<file path="src/rtl/serial_sub_pkg.sv">
`default_nettype none
// ============================================================================
// Module   : serial_sub_pkg
// Purpose  : Shared types and constants for the bit-serial subtractor.
//            - state_e   : controller state encoding (IDLE / RUN / DONE)
//            - WIDTH_MAX : largest operand width the subtractor accepts
// Revision : 1.0 - initial release
// ============================================================================
package serial_sub_pkg;

  localparam int WIDTH_MAX = 32;

  typedef enum logic [1:0] {
    IDLE = 2'd0,
    RUN  = 2'd1,
    DONE = 2'd2
  } state_e;

endpackage : serial_sub_pkg
`default_nettype wire

</file>
<file path="src/rtl/serial_sub_half_sub.sv">
`default_nettype none
// ============================================================================
// Module   : half_sub
// Purpose  : One-bit half subtractor, the subtracting counterpart of the
//            half adder. Computes a - b on single bits.
// Ports    : diff  (out) - a XOR b
//            b_out (out) - borrow, set when a=0 and b=1
//            a     (in)  - minuend bit
//            b     (in)  - subtrahend bit
//            Outputs come first, mirroring the half adder's port order.
// Revision : 1.0 - initial release
// ============================================================================
module half_sub (
  output logic diff,
  output logic b_out,
  input  logic a,
  input  logic b
);

  assign diff  = a ^ b;
  assign b_out = ~a & b;

endmodule : half_sub
`default_nettype wire

</file>
<file path="src/rtl/serial_sub.sv">
`default_nettype none
// ============================================================================
// Module   : serial_sub
// Purpose  : Bit-serial unsigned subtractor computing (a_in - b_in) one bit
//            per clock, LSB first, with a single borrow flop. A start/busy/
//            done handshake issues operands and returns a parallel result.
// Ports    : clk        (in)  - clock, rising edge
//            rst_n      (in)  - asynchronous active-low reset
//            start      (in)  - request new operation (IDLE or DONE only)
//            a_in       (in)  - minuend, captured on the accepting edge
//            b_in       (in)  - subtrahend, captured on the accepting edge
//            busy       (out) - high while the operation runs
//            done       (out) - one-cycle pulse, result valid
//            diff       (out) - (a - b) mod 2^WIDTH, held until next start
//            borrow_out (out) - final borrow, 1 iff a < b
//            diff_bit   (out) - serial difference bit, 0 outside RUN
// Revision : 1.0 - initial release
// ============================================================================
module serial_sub
  import serial_sub_pkg::*;
#(
  parameter int WIDTH = 8
) (
  input  logic             clk,
  input  logic             rst_n,
  input  logic             start,
  input  logic [WIDTH-1:0] a_in,
  input  logic [WIDTH-1:0] b_in,
  output logic             busy,
  output logic             done,
  output logic [WIDTH-1:0] diff,
  output logic             borrow_out,
  output logic             diff_bit
);

  localparam int             CNT_W    = $clog2(WIDTH + 1);
  localparam logic [CNT_W-1:0] CNT_LAST = CNT_W'(WIDTH - 1);

  if (WIDTH < 1 || WIDTH > WIDTH_MAX) begin : g_width_check
    $error("serial_sub: WIDTH out of range 1..32");
  end

  state_e             state_q,      state_d;
  logic [WIDTH-1:0]   a_sh_q,       a_sh_d;
  logic [WIDTH-1:0]   b_sh_q,       b_sh_d;
  logic [WIDTH-1:0]   r_sh_q,       r_sh_d;
  logic               br_q,         br_d;
  logic [CNT_W-1:0]   cnt_q,        cnt_d;
  logic               busy_q,       busy_d;
  logic               done_q,       done_d;
  logic [WIDTH-1:0]   diff_q,       diff_d;
  logic               borrow_out_q, borrow_out_d;

  // Full-subtract step built from two half subtractors.
  logic t, b1, d, b2;
  logic [WIDTH-1:0] r_sh_next;

  half_sub u_hs_ab (
    .diff  (t),
    .b_out (b1),
    .a     (a_sh_q[0]),
    .b     (b_sh_q[0])
  );

  half_sub u_hs_br (
    .diff  (d),
    .b_out (b2),
    .a     (t),
    .b     (br_q)
  );

  // New result bit enters at the MSB so that after WIDTH shifts the LSB-first
  // stream lines up as a normal parallel word.
  if (WIDTH == 1) begin : g_rsh_w1
    assign r_sh_next = d;
  end else begin : g_rsh_wn
    assign r_sh_next = {d, r_sh_q[WIDTH-1:1]};
  end

  always_comb begin
    state_d      = state_q;
    a_sh_d       = a_sh_q;
    b_sh_d       = b_sh_q;
    r_sh_d       = r_sh_q;
    br_d         = br_q;
    cnt_d        = cnt_q;
    busy_d       = 1'b0;
    done_d       = 1'b0;
    diff_d       = diff_q;
    borrow_out_d = borrow_out_q;

    case (state_q)
      IDLE, DONE: begin
        if (start) begin
          a_sh_d  = a_in;
          b_sh_d  = b_in;
          br_d    = 1'b0;
          cnt_d   = '0;
          state_d = RUN;
          busy_d  = 1'b1;
        end else begin
          state_d = IDLE;
        end
      end
      RUN: begin
        br_d   = b1 | b2;
        r_sh_d = r_sh_next;
        a_sh_d = a_sh_q >> 1;
        b_sh_d = b_sh_q >> 1;
        cnt_d  = cnt_q + CNT_W'(1);
        if (cnt_q == CNT_LAST) begin
          // Last bit: publish the completed word and final borrow together.
          state_d      = DONE;
          done_d       = 1'b1;
          diff_d       = r_sh_next;
          borrow_out_d = b1 | b2;
        end else begin
          busy_d = 1'b1;
        end
      end
      default: state_d = IDLE;
    endcase
  end

  always_ff @(posedge clk or negedge rst_n) begin
    if (!rst_n) begin
      state_q      <= IDLE;
      a_sh_q       <= '0;
      b_sh_q       <= '0;
      r_sh_q       <= '0;
      br_q         <= 1'b0;
      cnt_q        <= '0;
      busy_q       <= 1'b0;
      done_q       <= 1'b0;
      diff_q       <= '0;
      borrow_out_q <= 1'b0;
    end else begin
      state_q      <= state_d;
      a_sh_q       <= a_sh_d;
      b_sh_q       <= b_sh_d;
      r_sh_q       <= r_sh_d;
      br_q         <= br_d;
      cnt_q        <= cnt_d;
      busy_q       <= busy_d;
      done_q       <= done_d;
      diff_q       <= diff_d;
      borrow_out_q <= borrow_out_d;
    end
  end

  assign busy       = busy_q;
  assign done       = done_q;
  assign diff       = diff_q;
  assign borrow_out = borrow_out_q;
  assign diff_bit   = (state_q == RUN) ? d : 1'b0;

endmodule : serial_sub
`default_nettype wire

</file>
<file path="config.mk">
export PLATFORM = sky130hd
export DESIGN_NAME = serial_sub
export DESIGN_NICKNAME = d
export VERILOG_FILES = /design/src/rtl/serial_sub_pkg.sv /design/src/rtl/serial_sub_half_sub.sv /design/src/rtl/serial_sub.sv
export SDC_FILE = /design/constraint.sdc
export NUM_CORES = 1
export LEC_CHECK = 0
export BUFFER_PORTS_ARGS = -buffer_cell sky130_fd_sc_hd__buf_2
export CORE_MARGIN = 2
export CORE_UTILIZATION = 45
export DETAILED_ROUTE_END_ITERATION = 10
export GPL_TIMING_DRIVEN = 1
export PLACE_DENSITY = 0.67
export SLEW_MARGIN = 20
export SYNTH_ARGS = -nofsm -noshare
export SYNTH_HDL_FRONTEND = slang
export SYNTH_HIERARCHICAL = 1
export SYNTH_SLANG_ARGS = --single-unit
</file>
<file path="constraint.sdc">
create_clock -name clk -period 1.8 [get_ports clk]
set_clock_uncertainty 0.2 [all_clocks]
set_input_delay 0.36 -clock clk [delete_from_list [all_inputs] [get_ports clk]]
set_output_delay 0.36 -clock clk [all_outputs]
set_load 0.1 [all_outputs]
</file>
==> impl_metrics.py <==
metrics = {
    "layout": {
        "layout-drive-gt1-share": 0.309,
        "regArea_mm2": 0.00103,
        "insertedDiodeCount": 0,
        "final_common_cell": "dfrtp_1",
        "mostFrequentLayoutCells": "41 x dfrtp_1, 36 x nand2_1, 29 x buf_2",
        "fill_cells": 326,
        "area_growth_pct": 24.9,
        "multi_input_area_um2": 623,
        "nNetsFinal": 212,
        "utilization": 0.584,
    },
    "worst_setup_path": {
        "path_class": "reg -> out",
        "crit_path_max_fanout": 2,
        "critPathArrivalTime_ns": 1.68,
        "endpoint_kind": "primary output",
        "crit_required_ns": 1.24,
        "critPathLaunchType": "flop",
    },
    "route": {
        "vias": 1257,
        "drc": 0,
        "vias_per_cell": 5.26,
        "drtAntennaViolNets": 0,
        "firstDrtPassIters": 5,
        "drtIter0Drc": 45,
        "wl_mm": 3.34,
        "routedWlPerCell_um": 14.0,
    },
    "floorplanning": {
        "die_width_um": 65.4,
        "io_pins": 31,
        "die_h_um": 65.4,
        "fp.dieArea_mm2": 0.00428,
        "start_util": 0.468,
        "num_rows": 22,
        "core_mm2": 0.00363,
    },
    "cts": {
        "htree_num_levels": 2,
        "cts_buffers": 5,
        "cts_root_buffer": "clkbuf_8",
        "cts_tree": "built",
        "clk_latency_ns": 0.29,
        "clock_path_buffers": 2,
        "cts_sinks": 41,
        "clkTransAtPathRegs_ns": 0.08,
    },
    "logic_synthesis": {
        "synth_top_cell_area_share": 0.604,
        "synth_top_area_cell": "dfrtp_1",
        "ys_warn_count": 6,
        "synth_seq_cells": 41,
        "synth.distinct_cells": 24,
        "synth_top_cells_by_area": "dfrtp_1 60%, nand2_1 8.0%, a22oi_1 6.2%",
        "postSynthCellCount": 154,
        "avgSynthCellArea_um2": 11.0,
        "syn-num-nets": 176,
        "netlist_area_mm2": 0.00170,
        "ys_seq_area_frac": 0.604,
    },
    "flow_run": {
        "maxCapViolations": 0,
    },
    "sta": {
        "worst_slack_ns": -0.439,
        "period_needed_ns": 2.24,
        "rsz0062_at_grt": "yes",
        "max-slew-margin-rel": 0.540,
        "fmaxAchievable_mhz": 447,
        "setup_viol": 1,
        "period_share": 1.24,
        "drv_slew": 0,
        "hold_viol_final": 0,
        "tightest_slew_ns": 0.690,
    },
    "outcome": {
        "status": "complete, but fails checks",
        "violations": "setup timing",
    },
    "grt": {
        "antenna_found_initial": 0,
        "overflow": 0,
        "grt_pass1_wl_mm": 5.82,
        "grt_pass1_vias": 1304,
        "grt_max_degree": 27,
        "grtUsageTotal": 0.182,
    },
    "placed_design": {
        "place.port_buffers": 30,
        "place.gp.congestion": 0.730,
        "dpl.hpwl_mm": 2.27,
    },
    "min_path": {
        "worstHoldPathType": "in -> reg",
    },
}
cell type report:
type	instances	share of cell area
inverters	5	0.00884
clock inverters	3	0.0307
flip-flops and latches	41	0.483
multi-input cells	98	0.294
clock buffers	5	0.0324
repair buffers	39	0.123
well taps	48	0.0283
cells in the mapped netlist (all sizes together):
| master | count |
|---|---|
| a22o | 4 |
| nor3 | 2 |
| dfrtp | 41 |
| inv | 5 |
| mux2i | 3 |
| o21ai | 2 |
| mux2 | 8 |
| and2b | 1 |
| a21o | 1 |
| nand3 | 15 |
| nand2 | 36 |
| nand2b | 2 |
| nand4 | 1 |
| clkbuf | 7 |
| nor2 | 2 |
| buf | 3 |
| nor2b | 2 |
| and2 | 1 |
| o2bb2ai | 1 |
| ha | 3 |
| a22oi | 14 |
critical path: stages, from the launching register on:
cell,delay [ns]
dfrtp_1,0.40
ha_1,0.29
inv_1,0.07
inv_2,0.04
ha_4,0.22
inv_2,0.05
and2_4,0.14
buf_12,0.17
state kept, by name, indices dropped and copies added (netlist names):
signal	cells
a_sh_q	8
b_sh_q	8
diff	8
r_sh_q	7
cnt_q	4
state_q	2
borrow_out	1
br_q	1
busy	1
done	1
worst paths after layout:
kind                                            start               endpoint  slack [ns]  cells past startpoint
worst max-delay path            b_sh_q[0]$_DFFE_PN0P_               diff_bit       -0.44                      7
worst min register to register  r_sh_q[3]$_DFFE_PN0P_  r_sh_q[2]$_DFFE_PN0P_        0.30                      2
max in group asynchronous                       rst_n  a_sh_q[0]$_DFFE_PN0P_        0.58                      3
worst min-delay path                          a_in[7]  a_sh_q[7]$_DFFE_PN0P_        0.09                      2
worst max register to register  b_sh_q[0]$_DFFE_PN0P_  r_sh_q[7]$_DFFE_PN0P_        0.13                      7
min in group asynchronous                       rst_n    diff[1]$_DFFE_PN0P_        0.35                      2
metal layers:
layer  part of all wire  routed length (um)  GRT usage
met1               0.45                1490      0.220
met2               0.49                1650      0.310
met3              0.053                 177     0.0428
met4             0.0075                  25     0.0781
met5                  0                   0          0
timing repair:
item                                   in CTS  in global routing
setup endpoints to repair                   1                  1
pin swaps                                   1                  2
endpoints found under the hold margin      19                  0
gates resized for setup                     0                  3
setup buffers                               1                  1
hold buffers                                1                  0
cloned                                      0                  0
stage by stage:
| stage | hold WS (ns) | instances | setup slack, ns | TNS, ns | cell area [um2] |
|---|---|---|---|---|---|
| 3_5_place_dp | 0.135 | 228 | -0.174 | -0.174 | 1950 |
| 2_1_floorplan | -0.136 | 154 | -0.106 | -0.106 | 1700 |
| 4_1_cts | 0.0861 | 238 | -0.488 | -0.488 | 2100 |
| 5_1_grt | 0.0981 | 239 | -0.492 | -0.492 | 2120 |
| 6_report | 0.0933 | 239 | -0.439 | -0.439 | 2120 |
| 3_3_place_gp | 0.133 | 228 | -0.124 | -0.124 | 1950 |
cells by family after synthesis:
logic type,count (synthesis),synth area share
buf+inv,15,0.0383
mux,11,0.0707
compound gates,22,0.0979
simple gates,62,0.167
flops,41,0.604
fa+ha+maj,3,0.0221
Power is left out: the tool's default activity adds up to more than one toggle a clock period on the data nets, which glitch-free logic cannot reach.
